--- config.mk ---
export PLATFORM = sky130hd
export DESIGN_NAME = tp_pingpong_ctrl
export DESIGN_NICKNAME = d
export VERILOG_FILES = /design/src/rtl/tp_pingpong_ctrl.sv
export SDC_FILE = /design/constraint.sdc
export NUM_CORES = 1
export LEC_CHECK = 0
export ABC_CLOCK_PERIOD_IN_PS = 3600
export BUFFER_PORTS_ARGS = -buffer_cell sky130_fd_sc_hd__buf_2
export CAP_MARGIN = 30
export CORE_AREA = 2 2 232 234
export CTS_BUF_LIST = sky130_fd_sc_hd__clkbuf_8
export CTS_CLUSTER_SIZE = 8
export DETAILED_ROUTE_END_ITERATION = 16
export DIE_AREA = 0 0 234 236
export GPL_ROUTABILITY_DRIVEN = 0
export HOLD_SLACK_MARGIN = 0.03
export PLACE_DENSITY = 0.34
export SYNTH_ARGS = -nofsm -noshare
export SYNTH_HDL_FRONTEND = slang
export SYNTH_SLANG_ARGS = --single-unit
--- constraint.sdc ---
create_clock -name i_clk -period 3.6 [get_ports i_clk]
set_clock_uncertainty 0.2 [all_clocks]
set_input_delay 0.36 -clock i_clk [delete_from_list [all_inputs] [get_ports i_clk]]
set_output_delay 0.36 -clock i_clk [all_outputs]
set_load 0.02 [all_outputs]
--- src/rtl/tp_pingpong_ctrl.sv ---
// Ping-pong write scheduler for two 8x8 transpose banks. It also merges the
// two banks' column outputs into one registered stream and flags schedule violations.
module tp_pingpong_ctrl #(
    parameter int BW = 12,
    parameter int CW = 16
) (
    input  logic            i_clk,
    input  logic            i_Reset,
    input  logic [8*BW-1:0] i_data,
    input  logic            i_valid,
    output logic            o_ready,
    output logic            o_tp_rst_n,
    output logic [8*BW-1:0] o_tp0_data,
    output logic [8*BW-1:0] o_tp1_data,
    output logic            o_tp0_en,
    output logic            o_tp1_en,
    input  logic [8*BW-1:0] i_tp0_data,
    input  logic [8*BW-1:0] i_tp1_data,
    input  logic            i_tp0_en,
    input  logic            i_tp1_en,
    output logic [8*BW-1:0] o_data,
    output logic            o_en,
    output logic [CW-1:0]   o_blk_cnt,
    output logic            o_err
);

    typedef enum logic {FILL = 1'b0, DRAIN = 1'b1} bank_state_t;

    bank_state_t     state_q [2];
    bank_state_t     state_d [2];
    logic [2:0]      cnt_q [2];
    logic [2:0]      cnt_d [2];
    logic            wsel_q;
    logic            wsel_d;
    logic            accept;
    logic [1:0]      exp_en_q;
    logic [2:0]      rcnt_q;
    logic [8*BW-1:0] merge_data;
    logic            violation;

    assign o_tp_rst_n = ~i_Reset;
    assign o_tp0_data = i_data;
    assign o_tp1_data = i_data;

    always_comb begin
        o_ready  = ~i_Reset & (state_q[wsel_q] == FILL);
        accept   = i_valid & o_ready;
        o_tp0_en = accept & ~wsel_q;
        o_tp1_en = accept & wsel_q;
        wsel_d   = wsel_q;
        for (int b = 0; b < 2; b++) begin
            state_d[b] = state_q[b];
            cnt_d[b]   = cnt_q[b];
            // A draining bank runs its 8 cycles unconditionally; the counter
            // wraps back to 0 so the bank re-enters FILL with wcnt=0.
            if (state_q[b] == DRAIN) begin
                cnt_d[b] = cnt_q[b] + 3'd1;
                if (cnt_q[b] == 3'd7) begin
                    state_d[b] = FILL;
                end
            end else if (accept && (wsel_q == 1'(b))) begin
                cnt_d[b] = cnt_q[b] + 3'd1;
                if (cnt_q[b] == 3'd7) begin
                    state_d[b] = DRAIN;
                    wsel_d     = ~wsel_q;
                end
            end
        end
    end

    always_comb begin
        merge_data = '0;
        if (i_tp0_en) begin
            merge_data = i_tp0_data;
        end else if (i_tp1_en) begin
            merge_data = i_tp1_data;
        end
        violation = (i_tp0_en != exp_en_q[0]) | (i_tp1_en != exp_en_q[1]) |
                    (i_tp0_en & i_tp1_en);
    end

    always_ff @(posedge i_clk) begin
        if (i_Reset) begin
            state_q <= '{FILL, FILL};
            cnt_q   <= '{3'd0, 3'd0};
            wsel_q  <= 1'b0;
        end else begin
            state_q <= state_d;
            cnt_q   <= cnt_d;
            wsel_q  <= wsel_d;
        end
    end

    // A bank's column valid is registered, so it trails its DRAIN state by one cycle.
    always_ff @(posedge i_clk) begin
        if (i_Reset) begin
            o_en      <= 1'b0;
            o_data    <= '0;
            rcnt_q    <= 3'd0;
            o_blk_cnt <= '0;
            exp_en_q  <= 2'b00;
            o_err     <= 1'b0;
        end else begin
            o_en     <= i_tp0_en | i_tp1_en;
            o_data   <= merge_data;
            exp_en_q <= {state_q[1] == DRAIN, state_q[0] == DRAIN};
            if (o_en) begin
                rcnt_q <= rcnt_q + 3'd1;
                if (rcnt_q == 3'd7) begin
                    o_blk_cnt <= o_blk_cnt + CW'(1);
                end
            end
            if (violation) begin
                o_err <= 1'b1;
            end
        end
    end

endmodule

==> impl_metrics.csv, run 1 <==
group,metric,value,unit
outcome,status,"finished clean",
synthesis,syn_inst,666,
die,num_rows,85,
power,power_leakage,4.12,nW
clocking,cts-root-buf,"clkbuf_8",
min_path,hold_class,"flop to flop",
setup_path,crit_start,"i_tp1_en",
route,route.detailed.drc,0,
grt,grtUsageMet1,7.52,%
clocking,clk_latency,0.54,ns
clocking,cts_buffers,17,
job,cap_violations,0,
setup_path,endpoint,"o_data[27]$_SDFF_PP0_",
die,start_util,11.3,%
sta,tightest_slew,0.789,ns
setup_path,critPathArrivalTime,2.99,ns
sta,hold_viol,0,
clocking,clock-sinks,128,
setup_path,cp-start-kind,"primary input",
synthesis,ys_seq_area_share,42.6,%
sta,setup_viol,0,
route,drt_iter0_drc,195,
finish,diodes,0,
route,wl_per_cell,17.5,um
grt,grt_util_met2,19.4,%
place,dp_cells,1453,
route,viasPerCell,3.44,
setup_path,cp_max_fo,23,
synthesis,synthArstFlopShare,0,%
clocking,ctsResizeCount,0,
synthesis,synth_ff_type,"dfxtp_1",
setup_path,crit_type,"primary input to flop",
grt,top_usage_layer,"met2",
sta,layout_min_cycle_time,2.72,ns
sta,max_freq,0.368,GHz
sta,rsz0062_at_grt,"no",
setup_path,critPathCaptureType,"flop",
clocking,cts_max_level,4,
finish,fin_cells,1682,
finish,fin_util,17.6,%
finish,nets,1273,
place,port_buffers,314,
grt,antenna_found_initial,0,
clocking,clk_pin_slew,0.08,ns
route,vias,5785,
finish,syn2layout_area_growth,54.7,%
grt,globalRoute.totalOverflow,0,
synthesis,netlist_area,6020,um^2
place,hpwl,21600,um
clocking,clk_path_buf_depth,2,
synthesis,syn_nets,966,
route,routed_wl,29400,um
setup_path,regToRegStartpoint,"rcnt_q[0]$_SDFFE_PP0P_",
grt,grt_pass1_wl,39200,um
grt,grt_pass1_vias,5908,
sta,finalMaxSlewViolations,0,
grt,grt_max_degree,71,
finish,layout_common_cells,"buf_2, dlygate4sd3_1, dfxtp_1",
setup_path,rr_worst_depth,6,
clocking,postCtsSetupBuffers,0,
clocking,holdBufCountCts,197,
grt,grt_use_total,10.4,%
die,core-area,53100,um^2
synthesis,avgSynthCellArea,9.04,um^2
synthesis,synth_cell_type_count,32,
synthesis,synth_seq_cells,128,
synthesis,synth_edf_count,0,
setup_path,cp.required,3.87,ns
clocking,cts_tree,"done",
finish,final_common_cell,"buf_2",
route,drtPass1Iterations,7,
sta,setup_tns,0,ns
setup_path,r2r_slack,1.36,ns
die,die_area,55200,um^2
route,drtAntennaViolNets,0,
power,vdd_drop_max,0.204,mV
sta,fin_crit_sh,75.5,%
setup_path,r2r-end,"o_blk_cnt[15]$_SDFFE_PP0P_",
synthesis,ys.warnings.count,0,
finish,layout-drive-gt1-share,36.7,%
grt,grt_use_met3,6.53,%
die,die_h,236,um
power,power_density,382,nW/um^2
die,die-width,234,um
die,ios,603,
sta,timing.slew.headroom,47.4,%
## cells in the mapped netlist, types with 6 or more instances
| cell type | count | area share (%) |
|---|---|---|
| nand3_1 | 6 | 0.50 |
| nand2_1 | 9 | 0.56 |
| nor2b_1 | 7 | 0.73 |
| xor2_1 | 6 | 0.87 |
| a21oi_1 | 7 | 0.58 |
| dfxtp_1 | 128 | 43 |
| xnor2_1 | 8 | 1.2 |
| buf_1 | 9 | 0.56 |
| clkbuf_1 | 18 | 1.1 |
| ha_1 | 7 | 1.5 |
| a22oi_1 | 95 | 12 |
| buf_4 | 193 | 24 |
| mux2i_1 | 6 | 1.0 |
| nor2_1 | 126 | 7.9 |
| buf_2 | 9 | 0.75 |
## area by class of cell
cell class / instances / area (um^2)
well taps: 696 / 871
fillers: 5940 / 43800
repair buffers: 517 / 3610
clock inverters: 15 / 173
flip-flops and latches: 128 / 2560
multi-input cells: 304 / 1850
inverters: 5 / 18.8
clock buffers: 17 / 234
## sequential cells by signal (all words and copies together), names as in the netlist
name	flops
o_blk_cnt	16
exp_en_q	2
cnt_q	6
o_data	96
o_en	1
rcnt_q	3
state_q	2
wsel_q	1
o_err	1
## metal layers
layer / share of wire (%) / vias up / wire (um)
li1: - / 2651 / -
met1: 29 / 2614 / 8550
met2: 53 / 471 / 15500
met3: 14 / 49 / 4230
met4: 4.0 / 0 / 1170
met5: 0 / - / 0
## logic make-up after synthesis
| kind of cell | Yosys count | synth area share [%] |
|---|---|---|
| buffers and inverters | 234 | 26.8 |
| DFF | 128 | 42.6 |
| adders and majority gates | 7 | 1.45 |
| and+or+nand+nor | 166 | 12.3 |
| AOI/OAI and AO/OA | 105 | 12.7 |
| xor gates and xnor gates | 14 | 2.04 |
| muxes | 12 | 2.12 |
## how the worst min path moves through the flow
| stage | start | slack, ns | depth (start not counted) | to |
|---|---|---|---|---|
| floorplan | i_Reset | 0.24 | 1 | exp_en_q[0]$_SDFF_PP0_ |
| global placement | cnt_q[5]$_SDFFE_PP0P_ | 0.28 | 2 | cnt_q[5]$_SDFFE_PP0P_ |
| detailed placement | rcnt_q[1]$_SDFFE_PP0P_ | 0.30 | 2 | rcnt_q[1]$_SDFFE_PP0P_ |
| CTS | i_tp0_data[62] | 0.30 | 4 | o_data[62]$_SDFF_PP0_ |
| global route | cnt_q[1]$_SDFFE_PP0P_ | 0.35 | 2 | cnt_q[1]$_SDFFE_PP0P_ |
| finish | o_err$_SDFFE_PP0P_ | 0.31 | 2 | o_err$_SDFFE_PP0P_ |
## per-stage QoR
stage                     total power, mW  setup WS (ns)  hold slack (ns)  instance area [um^2]
after floorplan                      2.07           1.56            0.241                  6020
after global placement               1.99           1.37            0.285                  6940
after detailed placement             1.99           1.37            0.297                  6940
after CTS                            3.70          0.926            0.301                  9320
after global routing                 3.78          0.813            0.353                  9320
final                                3.56          0.884            0.312                  9320
## worst max-delay path: stages
cell and delay [ns]:
dlygate4sd3_1 0.52, buf_2 0.22, nor2b_4 0.25, buf_4 0.33, a22oi_1 0.10, dlygate4sd3_1 0.58
nor2_1 0.08, dlygate4sd3_1 0.55
## report_power, final
group          switching [mW]  leakage, nW  internal (mW)
registers              0.0227         1.05           1.48
logic                   0.304         2.87          0.350
clock network           0.769        0.196          0.635
total                    1.10         4.12           2.47
No activity file was read; power rests on OpenSTA's default activity.
==> inputs of run 2 (changes only) <==
==> config.mk (replaced) <==
export PLATFORM = sky130hd
export DESIGN_NAME = tp_pingpong_ctrl
export DESIGN_NICKNAME = d
export VERILOG_FILES = /design/src/rtl/tp_pingpong_ctrl.sv
export SDC_FILE = /design/constraint.sdc
export NUM_CORES = 1
export LEC_CHECK = 0
export ABC_AREA = 1
export ABC_CLOCK_PERIOD_IN_PS = 2430
export BUFFER_PORTS_ARGS = -buffer_cell sky130_fd_sc_hd__buf_2
export CAP_MARGIN = 30
export CORE_AREA = 2 2 234 236
export CTS_BUF_LIST = sky130_fd_sc_hd__clkbuf_8
export CTS_CLUSTER_SIZE = 8
export DETAILED_ROUTE_END_ITERATION = 16
export DIE_AREA = 0 0 236 238
export GPL_ROUTABILITY_DRIVEN = 0
export HOLD_SLACK_MARGIN = 0.03
export PLACE_DENSITY = 0.35
export SYNTH_ARGS = -nofsm -noshare
export SYNTH_HDL_FRONTEND = slang
export SYNTH_SLANG_ARGS = --single-unit
==> constraint.sdc (replaced) <==
create_clock -name i_clk -period 2.43 [get_ports i_clk]
set_clock_uncertainty 0.2 [all_clocks]
set_input_delay 0.243 -clock i_clk [delete_from_list [all_inputs] [get_ports i_clk]]
set_output_delay 0.243 -clock i_clk [all_outputs]
set_load 0.02 [all_outputs]
==> impl_metrics.csv, run 2 <==
group,metric,value,unit
outcome,status,"finished clean",
synthesis,yosysTopAreaCellShare,40.9,%
synthesis,syn_nets,1111,
sta,fin_crit_sh,88.5,%
sta,tightest_slew,0.534,ns
finish,syn2layout_area_growth,54.1,%
synthesis,ys.warnings.count,0,
power,p_int,3.73,mW
setup_path,critPathArrivalTime,1.71,ns
place,port_buffers,314,
finish,largest-register,"o_data",
clocking,cts_max_level,4,
synthesis,synthArstFlopShare,0,%
finish,largest_reg_flops,96,
die,ios,603,
power,power_density,542,nW/um^2
sta,finalMaxSlewViolations,0,
clocking,clk_pin_slew,0.09,ns
synthesis,synth_top_area_cell,"dfxtp_1",
min_path,hold_class,"primary input to flop",
power,clkPwrFrac,39.6,%
finish,diodes,0,
sta,setup_tns,0,ns
clocking,clock-sinks,128,
grt,grt_pass1_wl,37200,um
synthesis,yosys-top-cells-count,"nand2_1, buf_4, dfxtp_1",
setup_path,critPathCaptureType,"primary output",
clocking,ctsResizeCount,0,
clocking,cts-root-buf,"clkbuf_8",
power,power_leakage,4.58,nW
setup_path,cp_max_fo,7,
sta,whs,0.144,ns
setup_path,cp.required,1.99,ns
die,die-width,236,um
job,cap_violations,0,
route,drt_iter0_drc,178,
synthesis,avgSynthCellArea,7.72,um^2
setup_path,cp-start-kind,"flop",
route,route.detailed.drc,0,
finish,final_common_cell,"buf_2",
power,comb_power_share,17.8,%
synthesis,synth_ff_type,"dfxtp_1",
die,core-area,53500,um^2
route,drtAntennaViolNets,0,
grt,grt_pass1_vias,6285,
place,hpwl,18700,um
clocking,cts_tree,"done",
sta,layout_min_cycle_time,2.15,ns
finish,layout-drive-gt1-share,33.0,%
power,switching_share,28.6,%
die,die_h,238,um
sta,timing.slew.headroom,64.4,%
power,power,5.23,mW
finish,layout_common_cells,"buf_2, nand2_1, dlygate4sd3_1",
route,routed_wl,25600,um
synthesis,netlist_area,6260,um^2
die,num_rows,85,
route,drtPass1Iterations,4,
route,wl_per_cell,14.0,um
grt,antenna_found_initial,0,
grt,globalRoute.totalOverflow,0,
synthesis,synth_cell_type_count,33,
sta,setup_viol,0,
sta,hold_viol,0,
grt,grt_use_total,8.84,%
clocking,cts_buffers,17,
setup_path,regToRegStartpoint,"rcnt_q[0]$_SDFFE_PP0P_",
finish,final_cell_area,9650,um^2
grt,grt_max_degree,107,
die,die_area,56200,um^2
synthesis,synth.top_cells.by_area,"dfxtp_1, buf_4, nand2_1",
sta,max_freq,0.465,GHz
power,p_sw,1.50,mW
setup_path,crit_start,"wsel_q$_SDFF_PP0_",
finish,nets,1426,
clocking,clk_latency,0.48,ns
synthesis,ys_seq_area_share,40.9,%
setup_path,crit_type,"flop to primary output",
power,power.share.sequential,42.6,%
die,start_util,11.7,%
route,vias,6142,
synthesis,synth_seq_cells,128,
min_path,hold_start,"i_Reset",
place,place_area,7210,um^2
power,vdd_drop_max,0.298,mV
synthesis,synth_most_common_cell,"nand2_1",
sta,rsz0062_at_grt,"no",
synthesis,syn_inst,811,
route,viasPerCell,3.35,
synthesis,synth_edf_count,0,
finish,reg.largest.list,"o_data (96), o_blk_cnt (16), cnt_q (6)",
clocking,clk_path_buf_depth,2,
-- run 2: logic make-up after synthesis --
| family | share of synthesized area [%] |
|---|---|
| flip-flops | 40.9 |
| adder cells (fa/ha/maj) | 1.40 |
| AND/OR/NAND/NOR | 19.9 |
| buffers and inverters | 27.3 |
| XOR/XNOR | 0.140 |
| AO/OA/AOI/OAI | 10.3 |
-- run 2: path summary, 6_finish.rpt --
check                                    end  slack [ns]  cells past startpoint
hold / removal         cnt_q[0]$_SDFFE_PP0P_        0.14                      5
setup reg to reg  o_blk_cnt[15]$_SDFFE_PP0P_        0.69                      7
hold reg to reg    o_blk_cnt[6]$_SDFFE_PP0P_        0.29                      2
setup / recovery                    o_tp0_en        0.28                      5
-- run 2: power by group through the flow --
stage               Combinational [mW]  Clock (mW)  Sequential, mW
detailed placement               0.678           0            2.28
finish                           0.929        2.07            2.23
global route                      1.02        2.27            2.24
global placement                 0.682           0            2.28
floorplan                        0.671           0            2.39
CTS                              0.933        2.22            2.23
-- run 2: metal layers --
metal / track usage (%) / vias up / share of wire [%]
met5: 0 / - / 0
li1: - / 2994 / -
met3: 3.45 / 115 / 8.8
met2: 14.9 / 308 / 48
met4: 5.79 / 0 / 5.1
met1: 9.17 / 2725 / 38
-- run 2: area by class of cell --
cell class                 count  area, um^2
fill                        6062       43800
clock buffer                  18         248
multi-input combinational    430        1990
timing repair buffer         523        3700
tap                          696         871
clock inverter                14         179
inverter                      26        98.8
sequential                   128        2560
-- run 2: through the flow --
step	util, %	worst slack [ns]	std cells
floorplan	-	0.838	811
global placement	13.5	0.616	1603
detailed placement	13.5	0.615	1603
CTS	18.0	0.0826	1832
global route	18.0	0.152	1835
finish	18.0	0.279	1835
-- run 2: critical path: stages (launching register included) --
cell      delay, ns
dfxtp_1        0.45
nor2_1         0.11
nor2_4         0.20
nand3b_4       0.14
inv_1          0.09
buf_2          0.23
-- run 2: repair_timing --
item / CTS / global route
endpoints found under the hold margin: 107 / 0
setup endpoints to repair: 0 / 10
buffers inserted: 0 / 3
hold buffers: 197 / 0
==> inputs of run 3 (changes only) <==
--- a/config.mk
+++ b/config.mk
@@ -16,7 +16,7 @@
 export DIE_AREA = 0 0 236 238
 export GPL_ROUTABILITY_DRIVEN = 0
 export HOLD_SLACK_MARGIN = 0.03
-export PLACE_DENSITY = 0.35
+export PLACE_DENSITY = 0.4
 export SYNTH_ARGS = -nofsm -noshare
 export SYNTH_HDL_FRONTEND = slang
 export SYNTH_SLANG_ARGS = --single-unit
==> impl_metrics.csv, run 3 (same netlist as run 2, synthesis figures left out) <==
group,metric,value,unit
sta,fin_ws,0.225,ns
job,cap_violations,0,
finish,fin_util,18.1,%
sta,tightest_slew,0.779,ns
place,hpwl,18600,um
sta,fin_crit_sh,90.8,%
power,vdd_drop_max,0.341,mV
route,vias,6226,
grt,grt_pass1_vias,6279,
setup_path,cp-start-kind,"primary input",
power,power,5.36,mW
power,power_leakage,4.58,nW
finish,largest_reg_flops,96,
setup_path,rr_worst_depth,9,
grt,grt_max_degree,107,
power,power_density,552,nW/um^2
finish,largest-register,"o_data",
route,drtAntennaViolNets,0,
outcome,status,"finished clean",
setup_path,critPathCaptureType,"flop",
route,drtPass1Iterations,4,
setup_path,cp.required,2.69,ns
finish,multi_input_area,1990,um^2
die,die_h,238,um
sta,finalMaxSlewViolations,0,
finish,reg.largest.list,"o_data (96), o_blk_cnt (16), cnt_q (6)",
place,pre_cts_ws,0.699,ns
clocking,cts_buffers,17,
grt,grt_use_total,9.27,%
finish,layout_common_cells,"buf_2, nand2_1, dlygate4sd3_1",
min_path,hold_depth,3,
sta,hold_viol,0,
setup_path,cp_max_fo,21,
clocking,clock-sinks,128,
die,core-area,53500,um^2
route,viasPerCell,3.39,
clocking,clk_path_buf_depth,2,
clocking,cts-root-buf,"clkbuf_8",
clocking,cts_max_level,4,
finish,final_common_cell,"buf_2",
place,dp_cells,1600,
clocking,clk_pin_slew,0.08,ns
place,place_area,7180,um^2
place,port_buffers,314,
die,ios,603,
finish,register_area,2560,um^2
route,route.detailed.drc,0,
setup_path,critPathArrivalTime,2.47,ns
route,drt_iter0_drc,208,
sta,whs,0.147,ns
die,start_util,11.7,%
min_path,hold_class,"primary input to flop",
die,die-width,236,um
finish,fin_cells,1838,
die,num_rows,85,
grt,antenna_found_initial,0,
finish,nets,1430,
finish,layout-drive-gt1-share,32.5,%
clocking,postCtsSetupBuffers,0,
setup_path,crit_type,"primary input to flop",
sta,setup_tns,0,ns
sta,timing.slew.headroom,48.1,%
grt,globalRoute.totalOverflow,0,
sta,max_freq,0.453,GHz
route,routed_wl,26500,um
die,die_area,56200,um^2
route,wl_per_cell,14.4,um
finish,nFillCells,6019,
clocking,clk_latency,0.51,ns
sta,setup_viol,0,
finish,diodes,0,
clocking,cts_tree,"done",
sta,layout_min_cycle_time,2.21,ns
finish,syn2layout_area_growth,55.1,%
sta,rsz0062_at_grt,"no",
grt,grt_pass1_wl,37700,um
finish,final_cell_area,9700,um^2
==> run 3: cell types whose count changed in the layout (fill, tap and decap cells not counted), moves of 2 or more <==
cell,previous run,this run
clkbuf_8,18,20
buf_12,5,3
dlygate4sd3_1,197,207
buf_4,9,5
==> run 3: final timing paths <==
path	to	slack, ns	from
worst max-delay path	o_data[12]$_SDFF_PP0_	0.22	i_tp1_en
worst min-delay path	o_err$_SDFFE_PP0P_	0.15	i_tp0_en
worst max register to register	wsel_q$_SDFF_PP0_	0.46	state_q[1]$_SDFF_PP0_
worst min register to register	o_blk_cnt[6]$_SDFFE_PP0P_	0.28	o_blk_cnt[6]$_SDFFE_PP0P_
==> run 3: area by class of cell <==
cell class,count,area share [%]
clock buffers,20,2.84
clock inverters,11,1.82
inverters,26,1.02
multi-input cells,430,20.5
flip-flops and latches,128,26.4
well taps,696,8.97
repair buffers,527,38.4
==> run 3: what timing repair did <==
| action | 4_1_cts | 5_1_grt |
|---|---|---|
| gates resized for setup | 0 | 2 |
| endpoints found under the setup margin | 0 | 1 |
| endpoints found under the hold margin | 118 | 0 |
| hold buffers | 208 | 0 |
==> run 3: power by group <==
group	total, mW	switching [mW]	internal, mW
registers	2.23	0.0324	2.20
clock network	2.20	0.995	1.20
logic	0.931	0.451	0.480
==> run 3: layer usage <==
layer,up-vias,GRT usage [%],part of all wire (%)
li1,3005,-,-
met1,2745,8.44,35
met2,360,16.0,49
met3,116,4.55,10
met4,0,6.99,5.6
met5,-,0,0
==> run 3: worst max-delay path: stages <==
cell and delay (ns):
dlygate4sd3_1 0.55, buf_2 0.12, inv_1 0.08, nor2_4 0.12, buf_4 0.27, buf_4 0.23, nand2_1 0.08, a21oi_1 0.17
dlygate4sd3_1 0.59
